File: src/rtl/timer_peripheral.sv
// Memory-mapped reloadable 32-bit timer with overflow interrupt and free-running SYSTICK.
// Word registers at BASE_ADDR: 0x0 TH, 0x4 TL, 0x8 TCON {PEND, IE, EN}, 0xC SYSTICK.
module timer_peripheral #(
    parameter logic [31:0] BASE_ADDR = 32'h4000_0000,
    parameter int unsigned PRESCALE  = 1
) (
    input  logic        clk,
    input  logic        rst,
    input  logic [31:0] addr_i,
    input  logic [31:0] wdata_i,
    input  logic        we_i,
    output logic [31:0] rdata_o,
    output logic        irq_o,
    output logic        tick_o
);

    localparam logic [15:0] PreMax = 16'(PRESCALE - 1);

    logic [31:0] th_q, th_d;
    logic [31:0] tl_q, tl_d;
    logic [31:0] sys_q, sys_d;
    logic [15:0] pre_q, pre_d;
    logic        en_q, en_d;
    logic        ie_q, ie_d;
    logic        pend_q, pend_d;

    logic sel, wr, wr_th, wr_tl, wr_tcon;
    logic tick, ovf;
    logic unused_addr;

    // Byte lanes are not supported; the low address bits carry no meaning.
    assign unused_addr = ^addr_i[1:0];

    assign sel     = (addr_i[31:4] == BASE_ADDR[31:4]);
    assign wr      = we_i & sel;
    assign wr_th   = wr & (addr_i[3:2] == 2'd0);
    assign wr_tl   = wr & (addr_i[3:2] == 2'd1);
    assign wr_tcon = wr & (addr_i[3:2] == 2'd2);

    assign tick = en_q & (pre_q == PreMax);
    // A CPU write to TL suppresses the tick's increment/reload and its overflow.
    assign ovf  = tick & ~wr_tl & (tl_q == 32'hFFFF_FFFF);

    always_comb begin
        pre_d = 16'd0;
        if (en_q && !tick) begin
            pre_d = pre_q + 16'd1;
        end
    end

    always_comb begin
        th_d = th_q;
        if (wr_th) begin
            th_d = wdata_i;
        end

        tl_d = tl_q;
        if (wr_tl) begin
            tl_d = wdata_i;
        end else if (ovf) begin
            tl_d = th_q;
        end else if (tick) begin
            tl_d = tl_q + 32'd1;
        end

        en_d   = en_q;
        ie_d   = ie_q;
        pend_d = pend_q;
        if (wr_tcon) begin
            en_d = wdata_i[0];
            ie_d = wdata_i[1];
            if (wdata_i[2]) begin
                pend_d = 1'b0;
            end
        end
        if (ovf) begin
            pend_d = 1'b1;
        end

        sys_d = sys_q + 32'd1;
    end

    always_ff @(posedge clk or posedge rst) begin
        if (rst) begin
            th_q   <= 32'd0;
            tl_q   <= 32'd0;
            sys_q  <= 32'd0;
            pre_q  <= 16'd0;
            en_q   <= 1'b0;
            ie_q   <= 1'b0;
            pend_q <= 1'b0;
        end else begin
            th_q   <= th_d;
            tl_q   <= tl_d;
            sys_q  <= sys_d;
            pre_q  <= pre_d;
            en_q   <= en_d;
            ie_q   <= ie_d;
            pend_q <= pend_d;
        end
    end

    always_comb begin
        rdata_o = 32'd0;
        if (sel) begin
            unique case (addr_i[3:2])
                2'd0:    rdata_o = th_q;
                2'd1:    rdata_o = tl_q;
                2'd2:    rdata_o = {29'd0, pend_q, ie_q, en_q};
                default: rdata_o = sys_q;
            endcase
        end
    end

    assign irq_o  = pend_q & ie_q;
    assign tick_o = tick;

endmodule

File: config.mk
export PLATFORM = sky130hd
export DESIGN_NAME = timer_peripheral
export DESIGN_NICKNAME = d
export VERILOG_FILES = /design/src/rtl/timer_peripheral.sv
export SDC_FILE = /design/constraint.sdc
export NUM_CORES = 1
export LEC_CHECK = 0
export BUFFER_PORTS_ARGS = -buffer_cell sky130_fd_sc_hd__buf_2
export CORE_MARGIN = 2
export CORE_UTILIZATION = 50
export CTS_CLUSTER_DIAMETER = 100
export CTS_CLUSTER_SIZE = 16
export DETAILED_ROUTE_END_ITERATION = 7
export HOLD_SLACK_MARGIN = 0.06
export PLACE_DENSITY_LB_ADDON = 0.2
export REMOVE_ABC_BUFFERS = 1
export SLEW_MARGIN = 20
export SYNTH_ARGS = -nofsm -noshare
export SYNTH_HDL_FRONTEND = slang
export SYNTH_SLANG_ARGS = --single-unit
File: constraint.sdc
create_clock -name clk -period 4.8 [get_ports clk]
set_input_delay 0 -clock clk [delete_from_list [all_inputs] [get_ports clk]]
set_output_delay 0 -clock clk [all_outputs]
set_load 0.005 [all_outputs]
After elaboration in Yosys (flattened, before gate mapping). Index checks and enable logic that the tools add are counted.

Output and inout bits: 34. Bits in registers: 115. Word-level logic and storage cells: 40. Input port bits: 67.

Eq/ne operators: 4. $add $sub $neg: 3. Bitwise operators: 9. Multiplexer cells: 9. Reductions and logical operators: 8.

Operator list (number): 2-to-1 mux 32 bit (4); one-hot mux 32 bit (3 select lines) (1); adder 32 x 1 -> 32 bit (second input constant) (2); == test 32 bit (second input constant) (1); == test 28 x 27 -> 1 bit (second input constant) (1); adder 16 x 1 -> 16 bit (second input constant) (1); logical NOT 16 bit (1); 2-to-1 mux 16 bit (1); bitwise AND 1 bit (8); nonzero test 2 bit (2); 2-to-1 mux 1 bit (3); nonzero test 3 bit (1); == test 2 x 1 -> 1 bit (second input constant) (1); == test 2 bit (second input constant) (1); logical NOT 2 bit (1); AND reduction 2 bit (1); logical AND 1 bit (1); logical NOT 1 bit (1); NOT 1 bit (1).

Depth between registers and ports, before layout. Gate-level depths: netlist of run 1.

Depth after elaboration: 8. Mapped depth: 10. Mapped depth without buffers: 9.

Worst setup path after synthesis of run 1. No wires, ideal clock.

Kind: register -> register. Start: register pre_q[0]. End: register tl_q[18]. Arrival time: 2.090 ns. Path slack: 2.572 ns. Cell stages (with the launch flop): 10. Setup time: 0.137 ns. Buffers on the path: 1. Data required time: 4.663 ns. Clock period less this slack: 2.228 ns. Cells stage by stage: dfrtp_1 inv_1 ha_1 or4b_1 nor4_1 nand3_1 clkbuf_1 nor4_1 o2bb2ai_1 a21oi_1.

Longest elaborated chain between the ends: 6. Elaborated cells between the ends (all ways): 7. Those cells by class: 2 x mux; 3 x bitwise; 2 x reduce/logical.

Ends and longest elaborated chain: start: declaration (RTL line 22) `logic [15:0] pre_q, pre_d;`; start signal: assignment (RTL line 96) `pre_q <= pre_d;`; logical NOT 16 bit (*) (RTL line 40) `assign tick = en_q & (pre_q == PreMax);`; bitwise AND 1 bit (*) (RTL line 40); bitwise AND 1 bit (2 in series) (RTL line 42) `assign ovf = tick & ~wr_tl & (tl_q == 32'hFFFF_FFFF);`; 2-to-1 mux 32 bit (RTL line 60) `end else if (ovf) begin`; 2-to-1 mux 32 bit (RTL line 58) `if (wr_tl) begin`; end signal: assignment (RTL line 94) `tl_q <= tl_d;`; end: declaration (RTL line 20) `logic [31:0] tl_q, tl_d;`.

Mark *: on every way between the ends. The rest lies on a longest branch, timed or not. A chain may end at the register's enable or synchronous reset.

Worst setup path after layout of run 1.
Start: register pre_q[0]. End: register tl_q[24].

Same word-level chain as after synthesis.

==> results of run 1 <==
## cell families (layout without fill, tap and decap cells)
group	after synthesis	in the layout	share of synthesized area (%)
compound gates	128	128	11.77
xor+xnor	55	55	7.241
fa+ha+maj	4	4	0.7523
buf+inv	50	180	3.329
flops	115	115	43.26
mux	68	68	11.40
simple gates	300	300	22.25
## worst min path at each step
stage	from	to	slack, ns	cells after the start
final	we_i	en_q	0.18	3
after global routing	we_i	en_q	0.17	3
after CTS	we_i	en_q	0.16	3
after detailed placement	rst	pre_q[10]	0.14	2
after global placement	rst	sys_q[20]	0.13	2
after floorplan	wdata_i[12]	tl_q[12]	0.12	2
## synthesized netlist by cell type (5+ instances only)
master	count
sky130_fd_sc_hd__and2_1	11
sky130_fd_sc_hd__a21o_1	8
sky130_fd_sc_hd__a211oi_1	6
sky130_fd_sc_hd__clkbuf_1	23
sky130_fd_sc_hd__xnor2_1	32
sky130_fd_sc_hd__nor4_1	11
sky130_fd_sc_hd__a31oi_1	8
sky130_fd_sc_hd__o21ai_0	15
sky130_fd_sc_hd__nor3_1	5
sky130_fd_sc_hd__mux2_2	29
sky130_fd_sc_hd__nand2_1	57
sky130_fd_sc_hd__nand3_1	30
sky130_fd_sc_hd__nand4_1	20
sky130_fd_sc_hd__buf_2	7
sky130_fd_sc_hd__a21oi_1	61
sky130_fd_sc_hd__inv_1	11
sky130_fd_sc_hd__xor2_1	23
sky130_fd_sc_hd__nor2_1	115
sky130_fd_sc_hd__dfrtp_1	115
sky130_fd_sc_hd__or4_1	5
sky130_fd_sc_hd__and3_1	20
sky130_fd_sc_hd__o211ai_1	6
sky130_fd_sc_hd__and4_1	10
sky130_fd_sc_hd__mux2i_1	33
## cell usage in the layout, fill, tap and decap left out, drive strengths merged, types with 5 or more instances in the layout
cell and count:
or4 6, mux2i 33, clkbuf 22, inv 11, bufinv 6, nor2 115
a211oi 6, nor3 5, o211ai 6, xnor2 32, a31oi 8, and3 20
nand4 20, buf 104, a21o 8, mux2 32, and2 11, xor2 23
o21ai 15, a21oi 61, nand3 30, nor4 12, dfrtp 115, dlygate4sd3 33
nand2 57, and4 10
## critical path: stages (launching register included)
cell and delay (ns):
sky130_fd_sc_hd__dfrtp_1 0.44, sky130_fd_sc_hd__inv_1 0.09, sky130_fd_sc_hd__ha_1 0.14, sky130_fd_sc_hd__or4b_1 0.44, sky130_fd_sc_hd__nor4_1 0.28, sky130_fd_sc_hd__nand3_1 0.14, sky130_fd_sc_hd__buf_4 0.26, sky130_fd_sc_hd__inv_1 0.69
sky130_fd_sc_hd__and2_1 0.30, sky130_fd_sc_hd__nor2_1 0.06, sky130_fd_sc_hd__o31ai_1 0.27
## sequential cells by signal, summed over array words and instances (netlist names)
name and count:
tl_q 32, sys_q 32, en_q 1, pend_q 1, th_q 32, pre_q 16, ie_q 1
## power groups by stage
| stage | clock network (mW) | logic (mW) | registers (mW) |
|---|---|---|---|
| after floorplan | 0 | 0.0407 | 0.987 |
| after global routing | 1.53 | 0.132 | 0.970 |
| after CTS | 1.48 | 0.121 | 0.970 |
| final | 1.46 | 0.121 | 0.971 |
| after global placement | 0 | 0.0981 | 0.987 |
| after detailed placement | 0 | 0.100 | 0.987 |
## metrics by stage
| step | power [mW] | instances |
|---|---|---|
| final | 2.556 | 1026 |
| after global routing | 2.629 | 1026 |
| after CTS | 2.572 | 1026 |
| after detailed placement | 1.087 | 961 |
| after global placement | 1.085 | 961 |
| after floorplan | 1.028 | 681 |
## what timing repair did
item / 4_1_cts / 5_1_grt
hold buffers: 33 / 0
endpoints found under the setup margin: 0 / 0
hold endpoints to repair: 119 / 0
## layout make-up
cell class              instances  share of cell area [%]
multi-input cells             555                   43.16
flip-flops and latches        115                   34.86
repair buffers                137                   10.49
clock buffers                  22                   5.866
well taps                     176                   2.668
clock inverters                10                   2.425
inverters                      11                  0.5305
## per-layer routing
metal	up-vias	wire length, um	GRT usage, %
met1	2885	8137	36.01
met5	-	0	0
li1	2799	-	-
met3	19	768	5.412
met4	0	246	8.088
met2	161	8532	41.13
==> results_tabular.tex, run 1 <==
\begin{tabular}{lr}
\hline
Metric & Value \\
\hline
\multicolumn{2}{l}{\textbf{Floorplanning}} \\
Std-Cell Rows & 42 \\
Floorplan die area & 0.01424 mm2 \\
Horizontal die dimension & 119.4 um \\
Vertical die dimension & 119.4 um \\
Effective utilization at floorplan & 50.64\% \\
Number of placed I/O pins & 101 \\
Core footprint & 0.01314 mm2 \\
\multicolumn{2}{l}{\textbf{Setup path}} \\
Crit path arrival time & 3.55 ns \\
Critical path launch point & pre\_q[0] \\
Endpoint required time on the critical path & 5.11 ns \\
Slack of the worst reg-to-reg path & 1.56 ns \\
Crit path max fanout & 32 \\
Path depth of the worst reg2reg path & 10 \\
Startpoint type of the worst setup path & flip-flop \\
Worst r2r dst & tl\_q[24] \\
Nature of the critical path endpoint & flip-flop \\
Startpoint of the most critical register-to-register path & pre\_q[0] \\
Kind of critical path & flip-flop to flip-flop \\
Last element of the critical path & tl\_q[24] \\
\multicolumn{2}{l}{\textbf{Synthesis}} \\
Fraction of registers with async set/reset & 100.0\% \\
Synthesized instance count & 720 \\
Flip-flop cell with the highest count after synthesis & sky130\_fd\_sc\_hd\_\_dfrtp\_1 \\
Cell accounting for the most synthesized area & sky130\_fd\_sc\_hd\_\_dfrtp\_1 \\
Synthesized area per cell & 9.240 um2 \\
FF+latch count, synth & 115 \\
Yosys synthesis warning count & 0 \\
Area contributors post-synth & sky130\_fd\_sc\_hd\_\_dfrtp\_1 (43\%), sky130\_fd\_sc\_hd\_\_nor2\_1 (6.5\%), sky130\_fd\_sc\_hd\_\_mux2i\_1 (5.0\%) \\
Number of unique standard cell types used by synthesis & 51 \\
Portion of synthesized cell area occupied by the leading cell type & 43.26\% \\
EDFF count, synth & 0 \\
Sequential fraction of the synthesis area & 43.26\% \\
Synthesized area & 0.006653 mm2 \\
\multicolumn{2}{l}{\textbf{Timing}} \\
Post-layout min period & 3.241 ns \\
Fin worst setup slack & 1.559 ns \\
Setup violators final & 0 \\
Setup repair after global routing missed its margin & no \\
Post-route fraction of the period consumed by the critical path & 67.51\% \\
Highest Clock Rate & 0.3086 GHz \\
Tightest Pin Transition & 1.070 ns \\
Post-route clock skew & 0.006537 ns \\
Worst slew slack as a fraction of its limit & 28.08\% \\
Worst hold slack & 0.1757 ns \\
Hold Violations, Final & 0 \\
Final sum of negative setup slack & 0 ns \\
Number of slew-limit violations in the final report & 0 \\
\multicolumn{2}{l}{\textbf{Clock network}} \\
CTS root buffer & sky130\_fd\_sc\_hd\_\_clkbuf\_16 \\
Number of buffers created by CTS & 17 \\
Post-CTS Setup Inserts & 0 \\
Max Buffers Root-to-Sink & 2 \\
Total number of clock tree sinks & 115 \\
Post-CTS clock slew at the launch and capture registers of the worst setup and hold paths & 0.05 ns \\
CTS tree & built \\
Source-to-sink clock delay at the later pin of the worst-skew pair & 0.42 ns \\
CTS H-tree lvls & 4 \\
Post-cts resize count & 0 \\
\multicolumn{2}{l}{\textbf{Drt}} \\
Drt first pass iters & 5 \\
Count of antenna-violating nets left after detailed routing & 0 \\
Via/cell ratio & 5.715 \\
Vias after detailed routing & 5864 \\
Final routed wire length divided by cell count & 17.24 um \\
Number of DRC violations after detailed-routing iteration 0 & 558 \\
WL final & 17690 um \\
Drc violations & 0 \\
\multicolumn{2}{l}{\textbf{Finish}} \\
Number of diodes added for antenna fixing & 0 \\
Sequential Area & 0.002878 mm2 \\
P\&R area growth vs syn & 24.07\% \\
Fin util & 62.83\% \\
Filler instances & 1119 \\
Share of cells above drive strength 1 & 20.59\% \\
Layout Cell Area excl Fill & 0.008254 mm2 \\
Multi-input logic area & 0.003562 mm2 \\
Layout Nets & 908 \\
\multicolumn{2}{l}{\textbf{Power and ir drop}} \\
Share of power burned in combinational logic & 4.7\% \\
Design internal power & 2.049 mW \\
Switching power of the nets & 0.5066 mW \\
Part of the power in registers & 38.0\% \\
Power density of the placed cells & 309.6 mW/mm2 \\
Switching part of the total & 19.82\% \\
IR Drop Worst-Case VDD & 0.3455 mV \\
Leakage Power & 3.846 nW \\
Clock share of power & 57.3\% \\
\multicolumn{2}{l}{\textbf{Placement}} \\
HPWL after detailed placement & 11870 um \\
Post-placement setup slack & 1.639 ns \\
Placement-stage cell area & 0.007237 mm2 \\
Routability congestion estimate from global placement & 0.8601 \\
I/O Buffers & 98 \\
\multicolumn{2}{l}{\textbf{GRT}} \\
Global-route wire length before repair & 29180 um \\
Grt ovf & 0 \\
Number of antenna violations at the first check in global routing & 0 \\
Vias in the first global route & 5631 \\
GRT Overall Usage & 25.97\% \\
Maximum number of pins on one net before global-route repair & 64 \\
\multicolumn{2}{l}{\textbf{Hold path}} \\
Kind of path behind the tightest hold check & input port to flip-flop \\
\multicolumn{2}{l}{\textbf{Run}} \\
Max-cap viol count & 0 \\
\multicolumn{2}{l}{\textbf{Run status}} \\
Result of the run & finished, final reports clean \\
\hline
\end{tabular}
No activity file was read; power rests on OpenSTA's default activity.
==> run 2: changes to the inputs <==
--- a/config.mk
+++ b/config.mk
@@ -5,6 +5,7 @@
 export SDC_FILE = /design/constraint.sdc
 export NUM_CORES = 1
 export LEC_CHECK = 0
+export ABC_AREA = 1
 export BUFFER_PORTS_ARGS = -buffer_cell sky130_fd_sc_hd__buf_2
 export CORE_MARGIN = 2
 export CORE_UTILIZATION = 50
==> constraint.sdc (replaced) <==
create_clock -name clk -period 2.6 [get_ports clk]
set_input_delay 0 -clock clk [delete_from_list [all_inputs] [get_ports clk]]
set_output_delay 0 -clock clk [all_outputs]
set_load 0.005 [all_outputs]
==> run 2 against run 1 <==
Against the previous run:
- setup slack got worse by 1.2 ns
- cell count rose by 41%
- die area rose by 15%
- clock-buffer cell count did not move
- fmax rose by 45%
- power rose by 64%
- combinational power rose by 76%
- area after synthesis rose by 16%
- first-iteration DRC count rose by 15%
- via count rose by 35%
- sequential cell count did not move
- largest power group unchanged
==> results_tabular.tex, run 2 <==
\begin{tabular}{lr}
\hline
Metric & Value \\
\hline
\multicolumn{2}{l}{\textbf{Run status}} \\
Result of the run & finished, final reports clean \\
\multicolumn{2}{l}{\textbf{Power and ir drop}} \\
Design internal power & 3.207 mW (+57\%) \\
Power density of the placed cells & 453.3 mW/mm2 (+46\%) \\
Switching part of the total & 23.33\% (+3.5 points) \\
Switching power of the nets & 0.9755 mW (+93\%) \\
Clock share of power & 52.1\% (-5.2 points) \\
Share of power burned in combinational logic & 5.1\% (+0.4 points) \\
Leakage Power & 4.198 nW (+9.1\%) \\
IR Drop Worst-Case VDD & 0.4539 mV (+31\%) \\
Part of the power in registers & 42.8\% (+4.8 points) \\
\multicolumn{2}{l}{\textbf{Synthesis}} \\
Portion of synthesized cell area occupied by the leading cell type & 37.33\% (-5.9 points) \\
Synthesized instance count & 1126 (+56\%) \\
Flip-flop cell with the highest count after synthesis & sky130\_fd\_sc\_hd\_\_dfrtp\_1 \\
Number of unique standard cell types used by synthesis & 37 (-27\%) \\
Synthesized area & 0.007709 mm2 (+16\%) \\
Cell accounting for the most synthesized area & sky130\_fd\_sc\_hd\_\_dfrtp\_1 \\
FF+latch count, synth & 115 (unchanged) \\
EDFF count, synth & 0 (unchanged) \\
Most numerous cell in the Yosys netlist & sky130\_fd\_sc\_hd\_\_nand2\_1 \\
Area contributors post-synth & sky130\_fd\_sc\_hd\_\_dfrtp\_1 (37\%), sky130\_fd\_sc\_hd\_\_nand2\_1 (17\%), sky130\_fd\_sc\_hd\_\_inv\_1 (6.5\%) \\
Commonest cells in the netlist & sky130\_fd\_sc\_hd\_\_nand2\_1 (349), sky130\_fd\_sc\_hd\_\_inv\_1 (133), sky130\_fd\_sc\_hd\_\_nor2\_1 (118), sky130\_fd\_sc\_hd\_\_dfrtp\_1 (115), sky130\_fd\_sc\_hd\_\_nand3\_1 (94) \\
Synthesized area per cell & 6.846 um2 (-26\%) \\
Fraction of registers with async set/reset & 100.0\% (unchanged) \\
Yosys synthesis warning count & 0 (unchanged) \\
Sequential fraction of the synthesis area & 37.33\% (-5.9 points) \\
\multicolumn{2}{l}{\textbf{Drt}} \\
Count of antenna-violating nets left after detailed routing & 0 (unchanged) \\
Drt first pass iters & 6 (+1) \\
Via/cell ratio & 5.455 (-4.6\%) \\
Vias after detailed routing & 7899 (+35\%) \\
Drc violations & 0 (unchanged) \\
Final routed wire length divided by cell count & 15.47 um (-10\%) \\
Number of DRC violations after detailed-routing iteration 0 & 643 (+15\%) \\
WL final & 22410 um (+27\%) \\
\multicolumn{2}{l}{\textbf{Finish}} \\
Most common library cell in the layout ignoring fill and taps & sky130\_fd\_sc\_hd\_\_nand2\_1 \\
P\&R area growth vs syn & 19.69\% \\
Leading registers by flop count & sys\_q x32, th\_q x32, tl\_q x32 \\
Number of standard cells in the final layout excluding fillers & 1448 (+41\%) \\
Share of cells above drive strength 1 & 13.41\% (-7.2 points) \\
Filler instances & 1427 (+28\%) \\
Layout Nets & 1318 (+45\%) \\
Most used cells in the layout excluding fill and tap cells & sky130\_fd\_sc\_hd\_\_nand2\_1 (349), sky130\_fd\_sc\_hd\_\_inv\_1 (132), sky130\_fd\_sc\_hd\_\_nor2\_1 (117) \\
Number of diodes added for antenna fixing & 0 (unchanged) \\
\multicolumn{2}{l}{\textbf{Timing}} \\
Hold Violations, Final & 0 (unchanged) \\
Setup repair after global routing missed its margin & no \\
Tightest Pin Transition & 0.7846 ns (-0.2853 ns) \\
Fin worst setup slack & 0.3625 ns (-1.197 ns) \\
Setup violators final & 0 (unchanged) \\
Highest Clock Rate & 0.4469 GHz (+45\%) \\
Worst slew slack as a fraction of its limit & 47.64\% (+20 points) \\
Post-route fraction of the period consumed by the critical path & 86.06\% (+19 points) \\
Post-route clock skew & 0.007345 ns (+0.0008082 ns) \\
Worst hold slack & 0.1649 ns (-0.01081 ns) \\
Number of slew-limit violations in the final report & 0 (unchanged) \\
Post-layout min period & 2.238 ns (-1.003 ns) \\
\multicolumn{2}{l}{\textbf{Placement}} \\
Post-placement setup slack & 0.3358 ns (-1.303 ns) \\
HPWL after detailed placement & 15860 um (+34\%) \\
Placed cell count & 1381 (+44\%) \\
Routability congestion estimate from global placement & 0.9364 (+8.9\%) \\
I/O Buffers & 98 (unchanged) \\
\multicolumn{2}{l}{\textbf{GRT}} \\
Vias in the first global route & 7419 (+32\%) \\
Maximum number of pins on one net before global-route repair & 68 (+6.3\%) \\
Grt ovf & 0 (unchanged) \\
GRT Overall Usage & 28.58\% (+2.6 points) \\
Global-route wire length before repair & 36760 um (+26\%) \\
Number of antenna violations at the first check in global routing & 1 (+1) \\
\multicolumn{2}{l}{\textbf{Clock network}} \\
Number of buffers created by CTS & 17 (unchanged) \\
Post-CTS Setup Inserts & 0 (unchanged) \\
Max Buffers Root-to-Sink & 2 (unchanged) \\
CTS H-tree lvls & 4 (unchanged) \\
Post-CTS clock slew at the launch and capture registers of the worst setup and hold paths & 0.06 ns (about the same) \\
CTS tree & built \\
Total number of clock tree sinks & 115 (unchanged) \\
Source-to-sink clock delay at the later pin of the worst-skew pair & 0.43 ns (about the same) \\
CTS root buffer & sky130\_fd\_sc\_hd\_\_clkbuf\_16 \\
\multicolumn{2}{l}{\textbf{Floorplanning}} \\
Std-Cell Rows & 45 (+7.1\%) \\
Horizontal die dimension & 128.2 um (+7.4\%) \\
Vertical die dimension & 128.2 um (+7.4\%) \\
Core footprint & 0.01515 mm2 (+15\%) \\
Floorplan die area & 0.01643 mm2 (+15\%) \\
Number of placed I/O pins & 101 (unchanged) \\
Effective utilization at floorplan & 50.90\% (+0.26 points) \\
\multicolumn{2}{l}{\textbf{Run}} \\
Max-cap viol count & 0 (unchanged) \\
\multicolumn{2}{l}{\textbf{Setup path}} \\
Crit path max fanout & 28 (-13\%) \\
Startpoint of the most critical register-to-register path & tl\_q[0] \\
Critical path launch point & tl\_q[0] \\
Endpoint required time on the critical path & 2.90 ns (-2.21 ns) \\
Startpoint type of the worst setup path & flip-flop \\
Nature of the critical path endpoint & flip-flop \\
Crit path arrival time & 2.54 ns (-1.01 ns) \\
Kind of critical path & flip-flop to flip-flop \\
\multicolumn{2}{l}{\textbf{Hold path}} \\
Start point of the worst min-delay path & addr\_i[2] \\
Kind of path behind the tightest hold check & input port to flip-flop \\
\hline
\end{tabular}
-- run 2: changes by cell type in the layout (fill, tap and decap cells not counted), moves of 11 or more --
| cell | change |
|---|---|
| sky130_fd_sc_hd__a21oi_1 | -58 |
| sky130_fd_sc_hd__a31oi_1 | +21 |
| sky130_fd_sc_hd__and2_1 | -11 |
| sky130_fd_sc_hd__and3_1 | -20 |
| sky130_fd_sc_hd__inv_1 | +122 |
| sky130_fd_sc_hd__mux2_2 | -29 |
| sky130_fd_sc_hd__mux2i_1 | -33 |
| sky130_fd_sc_hd__nand2_1 | +292 |
| sky130_fd_sc_hd__nand3_1 | +64 |
| sky130_fd_sc_hd__nand4_1 | +44 |
| sky130_fd_sc_hd__nor3_1 | +18 |
| sky130_fd_sc_hd__o21ai_0 | +27 |
-- run 2: cells by family (layout without fill, tap and decap cells) --
family | after synthesis | after routing | synth area share (%)
compound gates | 88 | 88 | 6.363
xor+xnor | 48 | 48 | 5.454
fa+ha+maj | 4 | 4 | 0.6493
buf+inv | 182 | 316 | 9.544
flops | 115 | 115 | 37.33
simple gates | 689 | 689 | 40.66
-- run 2: per-stage QoR --
step | util [%] | total power [mW] | instance area (um2) | setup TNS [ns]
2_1_floorplan | - | 1.893 | 7491 | -71.11
5_1_grt | 60.92 | 4.313 | 9226 | 0
4_1_cts | 60.92 | 4.202 | 9226 | 0
3_5_place_dp | 55.04 | 1.998 | 8337 | 0
6_report | 60.92 | 4.182 | 9226 | 0
3_3_place_gp | 55.04 | 1.996 | 8337 | 0
-- run 2: layer usage --
layer	global-route usage [%]	wire length, um
met5	0	13
met1	37.44	9674
met4	12.09	637
met3	6.386	1676
met2	45.80	10400
-- run 2: final timing paths --
kind	depth (start not counted)	slack, ns	end
hold reg to reg	1	0.49	pre_q[0]
min in group asynchronous	3	0.19	pre_q[12]
hold / removal	5	0.16	pend_q
setup reg to reg	8	0.36	tl_q[18]
max in group asynchronous	4	1.68	tl_q[25]
setup / recovery	8	0.36	tl_q[18]
-- run 2: power groups by stage --
| stage | clock (mW) | sequential [mW] | combinational [mW] |
|---|---|---|---|
| after detailed placement | 0 | 1.82 | 0.176 |
| after global routing | 2.29 | 1.79 | 0.238 |
| final | 2.18 | 1.79 | 0.213 |
| after CTS | 2.20 | 1.79 | 0.214 |
| after global placement | 0 | 1.82 | 0.173 |
| after floorplan | 0 | 1.82 | 0.0703 |
-- run 2: what timing repair did --
action                                 CTS  global route
gates resized for setup                  0             0
hold buffers                            35             0
endpoints found under the hold margin  111             0
-- run 2: layout make-up --
| type | count | area [um2] | area share (%) |
|---|---|---|---|
| inverters | 138 | 520.5 | 5.641 |
| multi-input cells | 829 | 4103 | 44.47 |
| flip-flops and latches | 115 | 2878 | 31.19 |
| repair buffers | 146 | 950.9 | 10.31 |
| well taps | 188 | 235.2 | 2.550 |
| clock inverters | 10 | 85.08 | 0.9222 |
| clock buffers | 22 | 454.2 | 4.923 |
-- run 2: worst max-delay path: stages, from the launching register on --
cell	delay (ns)
sky130_fd_sc_hd__dfrtp_1	0.43
sky130_fd_sc_hd__ha_1	0.30
sky130_fd_sc_hd__inv_1	0.12
sky130_fd_sc_hd__nor2_4	0.18
sky130_fd_sc_hd__nand3_4	0.14
sky130_fd_sc_hd__nor2_8	0.15
sky130_fd_sc_hd__nand4_4	0.39
sky130_fd_sc_hd__nand4_1	0.30
sky130_fd_sc_hd__nand3_1	0.10
==> run 3: changes to the inputs <==
--- a/config.mk
+++ b/config.mk
@@ -9,6 +9,7 @@
 export BUFFER_PORTS_ARGS = -buffer_cell sky130_fd_sc_hd__buf_2
 export CORE_MARGIN = 2
 export CORE_UTILIZATION = 50
+export CTS_BUF_LIST = sky130_fd_sc_hd__clkbuf_4 sky130_fd_sc_hd__clkbuf_8
 export CTS_CLUSTER_DIAMETER = 100
 export CTS_CLUSTER_SIZE = 16
 export DETAILED_ROUTE_END_ITERATION = 7
==> run 3 against run 2 <==
Against the previous run:
- cell count unchanged
- clock-buffer cell count unchanged
- sequential share of layout area up 0.61 points
- sequential cell count unchanged
- global-route usage down 0.52 points
- clock skew up 0.0026 ns
- combinational power about the same
- die area unchanged
- utilization down 1.2 points
- register-to-register slack better by 0.02 ns
- fmax up 1.0%
- via count down 1.0%
- largest cell class unchanged
==> results_tabular.tex, run 3 (synthesized netlist as in run 2, its figures left out) <==
\begin{tabular}{lr}
\hline
Metric & Value \\
\hline
\multicolumn{2}{l}{\textbf{Run status}} \\
Result of the run & finished, final reports clean \\
\multicolumn{2}{l}{\textbf{Power and ir drop}} \\
Leakage Power & 4.124 nW (-1.8\%) \\
IR Drop Worst-Case VDD & 0.3586 mV (-21\%) \\
Power density of the placed cells & 394.3 mW/mm2 (-13\%) \\
\multicolumn{2}{l}{\textbf{GRT}} \\
Grt ovf & 0 (unchanged) \\
Number of antenna violations at the first check in global routing & 1 (unchanged) \\
Maximum number of pins on one net before global-route repair & 68 (unchanged) \\
Vias in the first global route & 7314 (-1.4\%) \\
GRT Overall Usage & 28.06\% (-0.52 points) \\
Global-route wire length before repair & 36090 um (-1.8\%) \\
\multicolumn{2}{l}{\textbf{Floorplanning}} \\
Core footprint & 0.01515 mm2 (unchanged) \\
Vertical die dimension & 128.2 um (unchanged) \\
Horizontal die dimension & 128.2 um (unchanged) \\
Number of placed I/O pins & 101 (unchanged) \\
Floorplan die area & 0.01643 mm2 (unchanged) \\
Std-Cell Rows & 45 (unchanged) \\
Effective utilization at floorplan & 50.90\% (unchanged) \\
\multicolumn{2}{l}{\textbf{Setup path}} \\
Kind of critical path & flip-flop to flip-flop \\
Nature of the critical path endpoint & flip-flop \\
Startpoint type of the worst setup path & flip-flop \\
Endpoint required time on the critical path & 2.98 ns (+0.08 ns) \\
Slack of the worst reg-to-reg path & 0.39 ns (+0.02 ns) \\
Crit path max fanout & 28 (unchanged) \\
Crit path arrival time & 2.59 ns (+0.05 ns) \\
\multicolumn{2}{l}{\textbf{Timing}} \\
Tightest Pin Transition & 0.7953 ns (+0.01074 ns) \\
Worst slew slack as a fraction of its limit & 46.92\% (-0.72 points) \\
Hold Violations, Final & 0 (unchanged) \\
Highest Clock Rate & 0.4515 GHz (+1.0\%) \\
Post-route clock skew & 0.009897 ns (+0.002552 ns) \\
Setup violators final & 0 (unchanged) \\
Worst hold slack & 0.1235 ns (-0.04139 ns) \\
Post-route fraction of the period consumed by the critical path & 85.19\% (-0.87 points) \\
Post-layout min period & 2.215 ns (-0.02256 ns) \\
Fin worst setup slack & 0.3850 ns (+0.02256 ns) \\
Setup repair after global routing missed its margin & no \\
Number of slew-limit violations in the final report & 0 (unchanged) \\
\multicolumn{2}{l}{\textbf{Drt}} \\
Vias after detailed routing & 7817 (-1.0\%) \\
Drt first pass iters & 5 (-1) \\
Via/cell ratio & 5.398 (-1.0\%) \\
Count of antenna-violating nets left after detailed routing & 0 (unchanged) \\
Final routed wire length divided by cell count & 15.25 um (-1.5\%) \\
Number of DRC violations after detailed-routing iteration 0 & 665 (+3.4\%) \\
WL final & 22080 um (-1.5\%) \\
Drc violations & 0 (unchanged) \\
\multicolumn{2}{l}{\textbf{Finish}} \\
Number of diodes added for antenna fixing & 0 (unchanged) \\
Most common library cell in the layout ignoring fill and taps & sky130\_fd\_sc\_hd\_\_nand2\_1 \\
Layout Nets & 1318 (unchanged) \\
Share of cells above drive strength 1 & 13.73\% (+0.32 points) \\
Most used cells in the layout excluding fill and tap cells & sky130\_fd\_sc\_hd\_\_nand2\_1 (349), sky130\_fd\_sc\_hd\_\_inv\_1 (132), sky130\_fd\_sc\_hd\_\_nor2\_1 (117) \\
Leading registers by flop count & sys\_q x32, th\_q x32, tl\_q x32 \\
P\&R area growth vs syn & 17.40\% \\
Filler instances & 1447 (+1.4\%) \\
\multicolumn{2}{l}{\textbf{Run}} \\
Max-cap viol count & 0 (unchanged) \\
\multicolumn{2}{l}{\textbf{Clock network}} \\
Source-to-sink clock delay at the later pin of the worst-skew pair & 0.44 ns (about the same) \\
CTS H-tree lvls & 4 (unchanged) \\
Max Buffers Root-to-Sink & 2 (unchanged) \\
Number of buffers created by CTS & 17 (unchanged) \\
Post-CTS Setup Inserts & 0 (unchanged) \\
CTS root buffer & sky130\_fd\_sc\_hd\_\_clkbuf\_8 \\
Post-cts resize count & 0 (unchanged) \\
Total number of clock tree sinks & 115 (unchanged) \\
Post-CTS clock slew at the launch and capture registers of the worst setup and hold paths & 0.07 ns (about the same) \\
CTS tree & built \\
Post-CTS Hold Fix Bufs & 35 (unchanged) \\
\multicolumn{2}{l}{\textbf{Placement}} \\
HPWL after detailed placement & 15860 um (unchanged) \\
Routability congestion estimate from global placement & 0.9364 (unchanged) \\
Post-placement setup slack & 0.3358 ns (unchanged) \\
I/O Buffers & 98 (unchanged) \\
\multicolumn{2}{l}{\textbf{Hold path}} \\
Kind of path behind the tightest hold check & input port to flip-flop \\
\hline
\end{tabular}
## run 3: area by class of cell
cell class                 count  area [um2]  area share (%)
multi-input combinational    829        4103           45.33
sequential                   115        2878           31.80
timing repair buffer         146       950.9           10.51
inverter                     138       520.5           5.751
clock buffer                  22       277.8           3.069
tap                          188       235.2           2.599
clock inverter                10       85.08          0.9401
## run 3: metal layers
metal	GRT usage (%)	share of wire, %	vias up
li1	-	-	3884
met2	44.89	46	318
met4	10.15	2.8	2
met5	0	0.050	-
met1	36.87	43	3564
met3	7.304	7.8	49
## run 3: where the power goes
part | switching [mW] | internal [mW]
clock | 0.752 | 0.813
combinational | 0.126 | 0.0883
sequential | 0.0000000681 | 1.79
total | 0.878 | 2.69
## run 3: stage by stage
step / area, um2 / std cells / util (%) / TNS (ns) / power, mW
2_1_floorplan: 7491 / 1082 / - / -71.11 / 1.893
5_1_grt: 9050 / 1448 / 59.75 / 0 / 3.711
3_5_place_dp: 8337 / 1381 / 55.04 / 0 / 1.998
4_1_cts: 9050 / 1448 / 59.75 / 0 / 3.592
6_report: 9050 / 1448 / 59.75 / 0 / 3.568
3_3_place_gp: 8337 / 1381 / 55.04 / 0 / 1.996
## run 3: path summary, 6_finish.rpt
| path | start | to | cells past startpoint |
|---|---|---|---|
| max | tl_q[0] | tl_q[25] | 9 |
| min | addr_i[2] | pend_q | 5 |
| max reg2reg | tl_q[0] | tl_q[25] | 9 |
| min reg2reg | pre_q[0] | pre_q[0] | 1 |
| max in group asynchronous | rst | tl_q[29] | 4 |
| min in group asynchronous | rst | pre_q[11] | 3 |
## run 3: critical path: stages (launching register included)
cell and delay, ns:
sky130_fd_sc_hd__dfrtp_1 0.44, sky130_fd_sc_hd__ha_1 0.28, sky130_fd_sc_hd__inv_1 0.11, sky130_fd_sc_hd__nor2_4 0.18, sky130_fd_sc_hd__nand3_4 0.14, sky130_fd_sc_hd__nor2_8 0.15, sky130_fd_sc_hd__nand4_4 0.39, sky130_fd_sc_hd__nand3_1 0.29
sky130_fd_sc_hd__nand3_1 0.09, sky130_fd_sc_hd__nand2_1 0.07
